<file path="src/rtl/ave8_inv.sv">
// Inverse moving-sum averager: rebuilds x[n] = S[n] - S[n-1] + x[n-8] from the 11-bit window sum, one sample per 3-cycle frame.
// Result registered two edges after the sum is captured; no backpressure, sums offered outside S_CAP are dropped and flag overrun.
module ave8_inv #(
    parameter int DEPTH = 8,
    parameter int SUM_W = 11,
    parameter int X_W   = 8
) (
    input  logic             CLOCK,
    input  logic             RESET,
    input  logic [SUM_W-1:0] sum_in,
    input  logic             sum_valid,
    output logic [X_W-1:0]   x_out,
    output logic             x_valid,
    output logic [1:0]       err
);

    // Two extra bits hold the exact signed range of S - S_prev + x_old.
    localparam int D_W = SUM_W + 2;

    typedef enum logic [1:0] {
        S_CAP  = 2'd0,
        S_CALC = 2'd1,
        S_UPD  = 2'd2
    } state_t;

    state_t state_q;
    state_t state_d;

    logic [SUM_W-1:0]      s_reg;
    logic [SUM_W-1:0]      prev_sum;
    logic [X_W-1:0]        hist [DEPTH];
    logic signed [D_W-1:0] d_reg;
    logic signed [D_W-1:0] d_calc;

    logic                  d_neg;
    logic                  d_over;
    logic                  d_range_err;
    logic [X_W-1:0]        d_clamp;

    always_ff @(posedge CLOCK) begin
        if (RESET) begin
            state_q <= S_CAP;
        end else begin
            state_q <= state_d;
        end
    end

    always_comb begin
        state_d = S_CAP;
        case (state_q)
            S_CAP:   state_d = sum_valid ? S_CALC : S_CAP;
            S_CALC:  state_d = S_UPD;
            S_UPD:   state_d = S_CAP;
            default: state_d = S_CAP;
        endcase
    end

    // hist[DEPTH-1] is read here before the shift in S_UPD of the same frame.
    assign d_calc = $signed({{(D_W-SUM_W){1'b0}}, s_reg})
                  - $signed({{(D_W-SUM_W){1'b0}}, prev_sum})
                  + $signed({{(D_W-X_W){1'b0}}, hist[DEPTH-1]});

    assign d_neg       = d_reg[D_W-1];
    assign d_over      = !d_neg && (d_reg[D_W-2:X_W] != '0);
    assign d_range_err = d_neg || d_over;

    always_comb begin
        d_clamp = d_reg[X_W-1:0];
        if (d_neg) begin
            d_clamp = '0;
        end else if (d_over) begin
            d_clamp = '1;
        end
    end

    always_ff @(posedge CLOCK) begin
        if (RESET) begin
            s_reg    <= '0;
            prev_sum <= '0;
            d_reg    <= '0;
            x_out    <= '0;
            x_valid  <= 1'b0;
            err      <= 2'b00;
            for (int i = 0; i < DEPTH; i++) begin
                hist[i] <= '0;
            end
        end else begin
            x_valid <= 1'b0;
            case (state_q)
                S_CAP: begin
                    if (sum_valid) begin
                        s_reg <= sum_in;
                    end
                end
                S_CALC: begin
                    d_reg <= d_calc;
                    if (sum_valid) begin
                        err[1] <= 1'b1;
                    end
                end
                S_UPD: begin
                    x_out    <= d_clamp;
                    x_valid  <= 1'b1;
                    prev_sum <= s_reg;
                    for (int i = DEPTH-1; i > 0; i--) begin
                        hist[i] <= hist[i-1];
                    end
                    hist[0] <= d_clamp;
                    if (d_range_err) begin
                        err[0] <= 1'b1;
                    end
                    if (sum_valid) begin
                        err[1] <= 1'b1;
                    end
                end
                default: begin
                end
            endcase
        end
    end

endmodule

</file>
<file path="config.mk">
export PLATFORM = sky130hd
export DESIGN_NAME = ave8_inv
export DESIGN_NICKNAME = d
export VERILOG_FILES = /design/src/rtl/ave8_inv.sv
export SDC_FILE = /design/constraint.sdc
export NUM_CORES = 1
export LEC_CHECK = 0
export BUFFER_PORTS_ARGS = -buffer_cell sky130_fd_sc_hd__buf_4
export CAP_MARGIN = 20
export CORE_MARGIN = 2
export CORE_UTILIZATION = 25
export DETAILED_ROUTE_END_ITERATION = 12
export PLACE_DENSITY = 0.39
export SYNTH_ARGS = -nofsm -noshare
export SYNTH_HDL_FRONTEND = slang
export SYNTH_SLANG_ARGS = --single-unit
</file>
<file path="constraint.sdc">
create_clock -name CLOCK -period 6.1 [get_ports CLOCK]
set_input_delay 1.525 -clock CLOCK [delete_from_list [all_inputs] [get_ports CLOCK]]
set_output_delay 1.525 -clock CLOCK [all_outputs]
set_load 0.01 [all_outputs]
</file>
# == Word-level counts from Yosys, hierarchy flattened ==
# Memory sizes are Yosys's and may differ from the RTL's.
# Index checks and enable logic that the tools add are counted.
# Widths: inputs -> output; s select.
# op_classes
add_sub_neg,2
n_eq_ne,2
n_mux,17
n_bitwise,8
reduce_logical,9
# op_table
operator,n
$mux 8,10
$add 12x9->13,1
$sub 11x11->12,1
$or 1x1->1,8
$mux 1,6
$reduce_and 2->1,3
$pmux 2 s2,1
$reduce_bool 4->1,1
$eq 2x1->1 const B,1
$eq 2x2->1 const B,1
$logic_not 2->1,1
$reduce_or 2->1,1
$logic_and 1x1->1,1
$logic_not 1->1,1
$logic_or 1x1->1,1
# word_totals
register_bits,48
mem_bits_rw,64
output_inout_bits,11
wordCells,47
n_memories,1
# memory_table
name,words,width,rd,rd_ports_with_merged_regs,wr,line_no,text
hist,8,8,8,0,8,31,logic [X_W-1:0] hist [DEPTH];

# == Longest topological paths before layout ==
# Gate-level depths: netlist of run 1.
# depth
word_depth,5
depth_mapped,15

# == Worst setup path after synthesis of run 1 ==
# No wires, ideal clock.
# synth_timing
path_kind,input port to flip-flop
startpoint,input port RESET
endpoint,memory hist[0][0] (enable)
arrival_time_ps,2890
slack_ps,2792
stages,2
cell_sequence,nor2_1 -> inv_1
# synth_rtl
element,line_no,text
"start, declared",9,"input logic RESET,"
"end, declared",31,

# == Final worst setup path of run 1 ==
# layout_timing
startpoint,register s_reg[0]
endpoint,register d_reg[10]
# layout_between
elab_chain_len,2
# layout_lines
element,line_no,text
"start, declared",29,logic [SUM_W-1:0] s_reg;
"start signal, assigned",92,s_reg <= sum_in;
$sub 11x11->12,60,"- $signed({{(D_W-SUM_W){1'b0}}, prev_sum})"
$add 12x9->13,61,"+ $signed({{(D_W-X_W){1'b0}}, hist[DEPTH-1]});"
"end signal, assigned",96,d_reg <= d_calc;
"end, declared",32,logic signed [D_W-1:0] d_reg;
# Every way passes these cells.
# A chain may end at the register's enable or synchronous reset.

==> impl_metrics.ini, run 1 <==
[global_routing]
grt_util_all_layers_pct = 9.81
grt_max_degree = 59
grt_pass1_vias = 2816
antenna_found_initial = 0
grt_pass1_wl_mm = 15.4
grt_overflow = 0

[timing]
fmax_mhz = 283
rsz0062_at_grt = false
fin_tns_setup_ns = 0
skew_ns = 0.00967
setup_viol = 0
min_period_over_period_pct = 58.0
min_period_ns = 3.54
slew_viol_final = 0
holdWs_ns = 0.463
hold_viol = 0
layout_setup_ws_ns = 2.56
slew_headroom_pct = 38.4
worst_slew_pin_slew_ns = 0.923

[floorplan]
rows = 51
die_width_um = 145
io_pins = 25
core_um2 = 19500
die_area_um2 = 21000
die_h_um = 145
start_util_pct = 25.5

[synth]
synthTopCellsByArea = edfxtp_1 (39%), dfxtp_1 (19%), and2_1 (7.3%)
yosys.area_share.adder_pct = 6.61
synth_cell_types = 43
synth_compound_area_share_pct = 10.6
syn-cell-area_um2 = 4960
synth_top_family_by_area = simple AND/OR/NAND/NOR gates
ys_warn_count = 0
ys.flop_type = edfxtp_1
synth_mux_area_share_pct = 3.43
synth_common_cells = edfxtp_1 (64), and2_1 (58), dfxtp_1 (48)
synth_most_common_cell = edfxtp_1
yosysTopAreaCell = edfxtp_1
synth_top_area_share_pct = 38.8
synth_xor_area_share_pct = 2.65
netlist_instances = 430
ys_seq_area_share_pct = 58.2
ys_ff_latch = 112
synth_fp_nets = 469
synth.avg_cell_area_um2 = 11.5
synth_edf_count = 64
yosys.area_share.simple_pct = 15.5
async_flop_share_pct = 0

[routing]
drt-initial-drc-count = 177
routed_wl_mm = 9.54
routedWlPerCell_um = 13.3
postRouteAntennaNets = 0
firstDrtPassIters = 4
vias_per_cell = 4.10
vias = 2945
drc = 0

[power]
p_leak_nw = 2.20
finalPower_mw = 1.69
vdd_ir_drop_max_v = 0.000135
cellPowerDensity_nw_per_um2 = 296

[clock_tree]
clockBufferDepth = 2
cts_root_buf = clkbuf_16
cts.clk_slew.worst_paths_ns = 0.08
cts_buffers = 9
clk_latency_ns = 0.36
cts_max_level = 3
holdBufCountCts = 0
postCtsSetupRepairBufs = 0
cts.sinks = 112
cts_tree = done
cts_resized = 0

[run]
maxCapViolCount = 0

[setup_path]
worstPathArrival_ns = 3.82
crit_path_start_kind = register
path_max_fanout = 5
crit_required_ns = 6.38
crit_type = register to register
cp-end-kind = register

[status]
outcome = completed

[worst_hold_path]
hp-class = register to register

[placed_design]
placed_area_um2 = 5420
dp_hpwl_mm = 6.46
gp_congestion = 0.739
pre_cts_ws_ns = 2.32
portBuffers = 24

[layout]
layout-area-overhead-vs-synth_pct = 15.5
drive_above_1_share_pct = 12.1
antenna_cells = 0
final_net_count = 488
design_area_um2 = 5730
largest_reg_flops = 64
[layout by cell type, fill, tap and decap left out, drive strengths merged, types with 4 or more instances in the layout]
cell type / instances
a21o: 11
and2: 58
clkbuf: 10
nor2b: 4
nor2: 36
buf: 26
xor2: 4
mux2i: 17
o21ai: 8
dfxtp: 48
a211oi: 8
nand3: 4
ha: 23
a21oi: 23
inv: 24
o21a: 11
xnor2: 11
edfxtp: 64
o211ai: 5
nand2: 28
[per-stage QoR]
stage | utilization [%] | instances
global route | 29.4 | 719
finish | 29.4 | 719
CTS | 29.4 | 719
global placement | 27.8 | 703
detailed placement | 27.8 | 703
floorplan | - | 430
[cell families after synthesis]
| logic type | Yosys count |
|---|---|
| adders and majority gates | 25 |
| buffers and inverters | 40 |
| DFF | 112 |
| muxes | 17 |
| xor gates and xnor gates | 15 |
| and+or+nand+nor | 145 |
| AOI/OAI and AO/OA | 76 |
[worst paths after layout]
check        startpoint  depth (start not counted)         to  slack [ns]
min              err[0]                          2     err[0]        0.46
min reg2reg      err[0]                          2     err[0]        0.46
max reg2reg    s_reg[0]                         14  d_reg[10]        2.56
max            s_reg[0]                         14  d_reg[10]        2.56
[layout make-up]
type / instances / area (um2)
Fill cell: 2012 / 13700
Sequential cell: 112 / 2880
Multi-Input combinational cell: 278 / 1930
Tap cell: 265 / 332
Clock buffer: 10 / 239
Timing Repair Buffer: 26 / 195
Inverter: 22 / 82.6
Clock inverter: 6 / 70.1
[routing by layer]
layer	vias up	track usage (%)	wire, um
li1	1532	-	-
met1	1374	13.8	5080
met2	29	14.1	4050
met3	10	2.67	283
met4	0	4.14	136
met5	-	0	0
[worst max-delay path: stages (launching register included)]
cell and delay, ns:
dfxtp_1 0.33, inv_1 0.06, ha_1 0.17, inv_1 0.06, fa_1 0.44, a21o_1 0.18, a21oi_1 0.17, xnor2_1 0.09
ha_1 0.36, nand2_1 0.06, o21ai_0 0.34, o21ai_0 0.32, nor4_1 0.51, xnor2_1 0.12, a211oi_1 0.24
[where the power goes]
part / internal, mW / switching (mW) / total (mW) / leakage (nW)
combinational: 0.0952 / 0.139 / 0.234 / 0.998
clock: 0.302 / 0.306 / 0.608 / 0.144
sequential: 0.836 / 0.0158 / 0.852 / 1.06
total: 1.23 / 0.461 / 1.69 / 2.20
Note: power is estimated with default switching activity, not from simulation.
==> run 2, diff against run 1 <==
Settings changed: PLACE_DENSITY 0.39 to 0.41.
Clock period 6.1 ns to 2.9 ns, I/O delays scaled along.
==> run 2 against run 1 <==
  * The flow now finishes with violations (negative setup slack)
  * Count of clock-buffer cells in the layout did not move
  * Sequential share of layout area fell by 4.3 points
  * Hold slack got worse by 0.0097 ns
  * Worst setup slack got worse by 2.7 ns
  * Maximum frequency rose by 17%
  * Power rose by 120%
  * Combinational power rose to 2.9 times the previous value
  * Critical path depth rose by 1
  * Sequential power rose by 110%
  * Cell count rose by 6.0%
  * Critical endpoint is now d_reg[11]
  * Largest power group unchanged
==> impl_metrics.ini, run 2 (synthesis gave the netlist of run 1 again) <==
[setup_path]
path_max_fanout = 5
r2r_cells = 15
worstPathArrival_ns = 3.26
crit_required_ns = 3.13
crit_path_start_kind = register
reg2reg_from = s_reg[0]
cp-end-kind = register
r2r_end = d_reg[11]
r2r_slack_ns = -0.13
crit_type = register to register

[global_routing]
grt_max_degree = 58
grt_pass1_wl_mm = 16.7
grt_pass1_vias = 3164
grt_util_all_layers_pct = 10.5
antenna_found_initial = 0
grt_overflow = 0

[placed_design]
placed_area_um2 = 5740
gp_congestion = 0.772
placed_cells = 741
dp_hpwl_mm = 7.07
portBuffers = 24
pre_cts_ws_ns = -0.316

[worst_hold_path]
hold_end = err[0]
hp-class = register to register
whs_path_depth = 2
min_from = err[0]

[layout]
layout-area-overhead-vs-synth_pct = 26.5
final-instance-count-excl-fill = 762
final_cell_mix = buf_4 (66), edfxtp_1 (64), and2_1 (58), dfxtp_1 (45), nor2_1 (32)
drive_above_1_share_pct = 26.4
design_area_um2 = 6270
antenna_cells = 0
largest_reg_flops = 64
final_net_count = 531
mostFrequentLayoutCell = buf_4
fin_util_pct = 32.2

[floorplan]
die_h_um = 145
core_um2 = 19500
io_pins = 25
die_width_um = 145
start_util_pct = 25.5
rows = 51
die_area_um2 = 21000

[status]
outcome = finished, violations left
violations = negative setup slack

[clock_tree]
clk_latency_ns = 0.36
cts_tree = done
cts.clk_slew.worst_paths_ns = 0.08
cts_max_level = 3
clockBufferDepth = 2
cts_root_buf = clkbuf_16
cts_buffers = 9
cts.sinks = 112
holdBufCountCts = 0

[timing]
layout_setup_ws_ns = -0.129
fmax_mhz = 330
setup_viol = 5
worst_slew_pin_slew_ns = 0.631
rsz0062_at_grt = true
min_period_over_period_pct = 104
slew_viol_final = 0
slew_headroom_pct = 57.8
skew_ns = 0.0129
min_period_ns = 3.03
hold_viol = 0

[run]
maxCapViolCount = 0

[routing]
drt-initial-drc-count = 181
vias_per_cell = 4.17
routed_wl_mm = 10.3
routedWlPerCell_um = 13.5
firstDrtPassIters = 4
postRouteAntennaNets = 0
vias = 3179
drc = 0

[power]
vdd_ir_drop_max_v = 0.000286
cellPowerDensity_nw_per_um2 = 603
p_leak_nw = 2.48
run 2: repair_timing:
item	CTS	global route
resized for setup	19	21
buffers inserted	5	1
endpoints found under the setup margin	8	8
pin swaps	19	21
run 2: area by class of cell:
type,count,area (um2)
Clock buffer,10,229
Sequential cell,112,2890
Clock inverter,6,78.8
Timing Repair Buffer,69,547
Inverter,22,82.6
Fill cell,1987,13200
Multi-Input combinational cell,278,2110
Tap cell,265,332
run 2: report_power, final:
group	total [mW]	switching, mW	leakage, nW	internal [mW]
combinational	0.676	0.346	1.27	0.330
sequential	1.79	0.0338	1.06	1.76
clock	1.31	0.618	0.152	0.693
run 2: how the worst max path moves through the flow:
stage	from	end
after floorplan	s_reg[0]	d_reg[11]
after global placement	s_reg[0]	d_reg[11]
after detailed placement	s_reg[0]	d_reg[11]
after CTS	s_reg[0]	d_reg[11]
after global routing	s_reg[0]	d_reg[11]
final	s_reg[0]	d_reg[11]
run 2: critical path: stages (launching register included):
cell and delay [ns]:
dfxtp_2 0.33, inv_2 0.06, ha_4 0.13, inv_2 0.03, fa_2 0.36, a21o_1 0.18, a21oi_2 0.17, xnor2_2 0.11
ha_4 0.31, nand3_2 0.06, o211ai_1 0.21, nor2_1 0.06, or3_4 0.40, nor4b_4 0.23, xnor2_1 0.18, a211oi_2 0.09
run 2: metrics by stage:
stage	power [mW]	hold slack, ns	TNS [ns]
after detailed placement	2.41	0.441	-1.23
after floorplan	2.18	0.449	-0.0217
after global routing	3.98	0.487	-1.13
final	3.78	0.453	-0.261
after global placement	2.41	0.437	-0.861
after CTS	3.78	0.464	-0.563
run 2: metal layers:
metal	global-route usage (%)	up-vias	part of all wire, %
met5	0	-	0
met4	3.22	0	1.4
met3	3.09	10	2.6
met2	16.1	26	46
met1	14.3	1532	50
li1	-	1611	-
==> run 3, diff against run 2 <==
Settings changed: PLACE_DENSITY 0.41 to default, PLACE_DENSITY_LB_ADDON from default to 0.2, SETUP_SLACK_MARGIN from default to 0.4.
==> run 3 against run 2 <==
  * The flow still finishes with violations (negative setup slack)
  * Die area stayed put
  * Worst setup slack worse by 0.033 ns
  * Clock skew is 0.0033 ns higher
  * Count of clock-buffer cells in the layout is 1 lower
  * Critical path type unchanged
  * Largest power group unchanged
  * Highest routed layer unchanged
==> impl_metrics.ini, run 3 (synthesis gave the netlist of run 1 again) <==
[layout]
layout-area-overhead-vs-synth_pct = 26.6
design_area_um2 = 6270
antenna_cells = 0
drive_above_1_share_pct = 27.5
final-instance-count-excl-fill = 760
final_cell_mix = edfxtp_1 (64), buf_4 (64), and2_1 (58), dfxtp_1 (41), nor2_1 (33)
fillerInstances = 1987
largest_reg_flops = 64
final_net_count = 529
fin_util_pct = 32.2

[setup_path]
r2r_end = d_reg[11]
crit_type = register to register
crit_required_ns = 3.18
worstPathArrival_ns = 3.35
r2r_cells = 16
path_max_fanout = 3
cp-end-kind = register
crit_path_start_kind = register
reg2reg_from = s_reg[0]
r2r_slack_ns = -0.16

[timing]
setup_viol = 6
fin_tns_setup_ns = -0.546
rsz0062_at_grt = true
slew_headroom_pct = 47.6
layout_setup_ws_ns = -0.162
hold_viol = 0
holdWs_ns = 0.451
min_period_over_period_pct = 106
fmax_mhz = 327
slew_viol_final = 0
min_period_ns = 3.06
worst_slew_pin_slew_ns = 0.785
skew_ns = 0.0161

[clock_tree]
cts_root_buf = clkbuf_16
cts.sinks = 112
holdBufCountCts = 0
clockBufferDepth = 2
clk_latency_ns = 0.37
cts.clk_slew.worst_paths_ns = 0.08
cts_max_level = 3
cts_tree = done
cts_buffers = 9

[status]
outcome = finished, violations left
violations = negative setup slack

[placed_design]
portBuffers = 24
placed_area_um2 = 5770
gp_congestion = 0.784
placed_cells = 733
pre_cts_ws_ns = -0.167
dp_hpwl_mm = 6.65

[routing]
firstDrtPassIters = 4
routed_wl_mm = 9.91
routedWlPerCell_um = 13.0
drc = 0
vias = 3202
vias_per_cell = 4.21
drt-initial-drc-count = 211
postRouteAntennaNets = 0

[global_routing]
antenna_found_initial = 0
grt_pass1_wl_mm = 16.3
grt_overflow = 0
grt_max_degree = 58
grt_pass1_vias = 3196
grt_util_all_layers_pct = 10.2

[power]
finalPower_mw = 3.76
p_leak_nw = 2.46
cellPowerDensity_nw_per_um2 = 599
vdd_ir_drop_max_v = 0.000301

[floorplan]
rows = 51
die_h_um = 145
die_area_um2 = 21000
start_util_pct = 25.5
die_width_um = 145
core_um2 = 19500
io_pins = 25

[worst_hold_path]
min_from = err[0]
hold_end = err[0]
whs_path_depth = 2
hp-class = register to register

[run]
maxCapViolCount = 0
[run 3: how the worst max path moves through the flow]
stage | from | to
global route | s_reg[0] | d_reg[11]
CTS | s_reg[0] | d_reg[11]
global placement | s_reg[0] | d_reg[11]
detailed placement | prev_sum[0] | d_reg[11]
finish | s_reg[0] | d_reg[11]
floorplan | s_reg[0] | d_reg[11]
[run 3: routing by layer]
| metal | up-vias | share of wire (%) | track usage, % |
|---|---|---|---|
| met1 | 1532 | 52 | 14.6 |
| met5 | - | 0 | 0 |
| met2 | 38 | 43 | 14.6 |
| met4 | 0 | 2.4 | 4.65 |
| met3 | 16 | 2.8 | 2.04 |
| li1 | 1616 | - | - |
[run 3: what timing repair did]
action,CTS,global route
pin swaps,14,7
setup endpoints to repair,9,10
gates resized for setup,15,7
buffers inserted,10,1
[run 3: worst max-delay path, stage by stage, from the launching register on]
cell and delay [ns]:
dfxtp_2 0.33, inv_2 0.06, ha_4 0.13, inv_2 0.03
fa_2 0.37, a21o_1 0.18, a21oi_2 0.12, xnor2_1 0.08
ha_1 0.34, buf_4 0.14, nand2_2 0.05, o211ai_1 0.12
nor2_1 0.09, or3_4 0.39, nor4b_4 0.23, xnor2_1 0.11
a211oi_2 0.21
[run 3: layout make-up]
| type | instances | area (um2) | area share, % |
|---|---|---|---|
| clock buffer | 9 | 225 | 3.59 |
| tap | 265 | 332 | 5.28 |
| timing repair buffer | 67 | 514 | 8.20 |
| inverter | 22 | 86.3 | 1.38 |
| multi-input combinational | 278 | 2130 | 33.9 |
| clock inverter | 7 | 96.3 | 1.54 |
| sequential | 112 | 2890 | 46.1 |
[run 3: power breakdown]
group,leakage (nW),total [mW],internal [mW],switching [mW]
Clock,0.156,1.31,0.633,0.674
Combinational,1.24,0.661,0.309,0.352
Sequential,1.06,1.79,1.76,0.0326
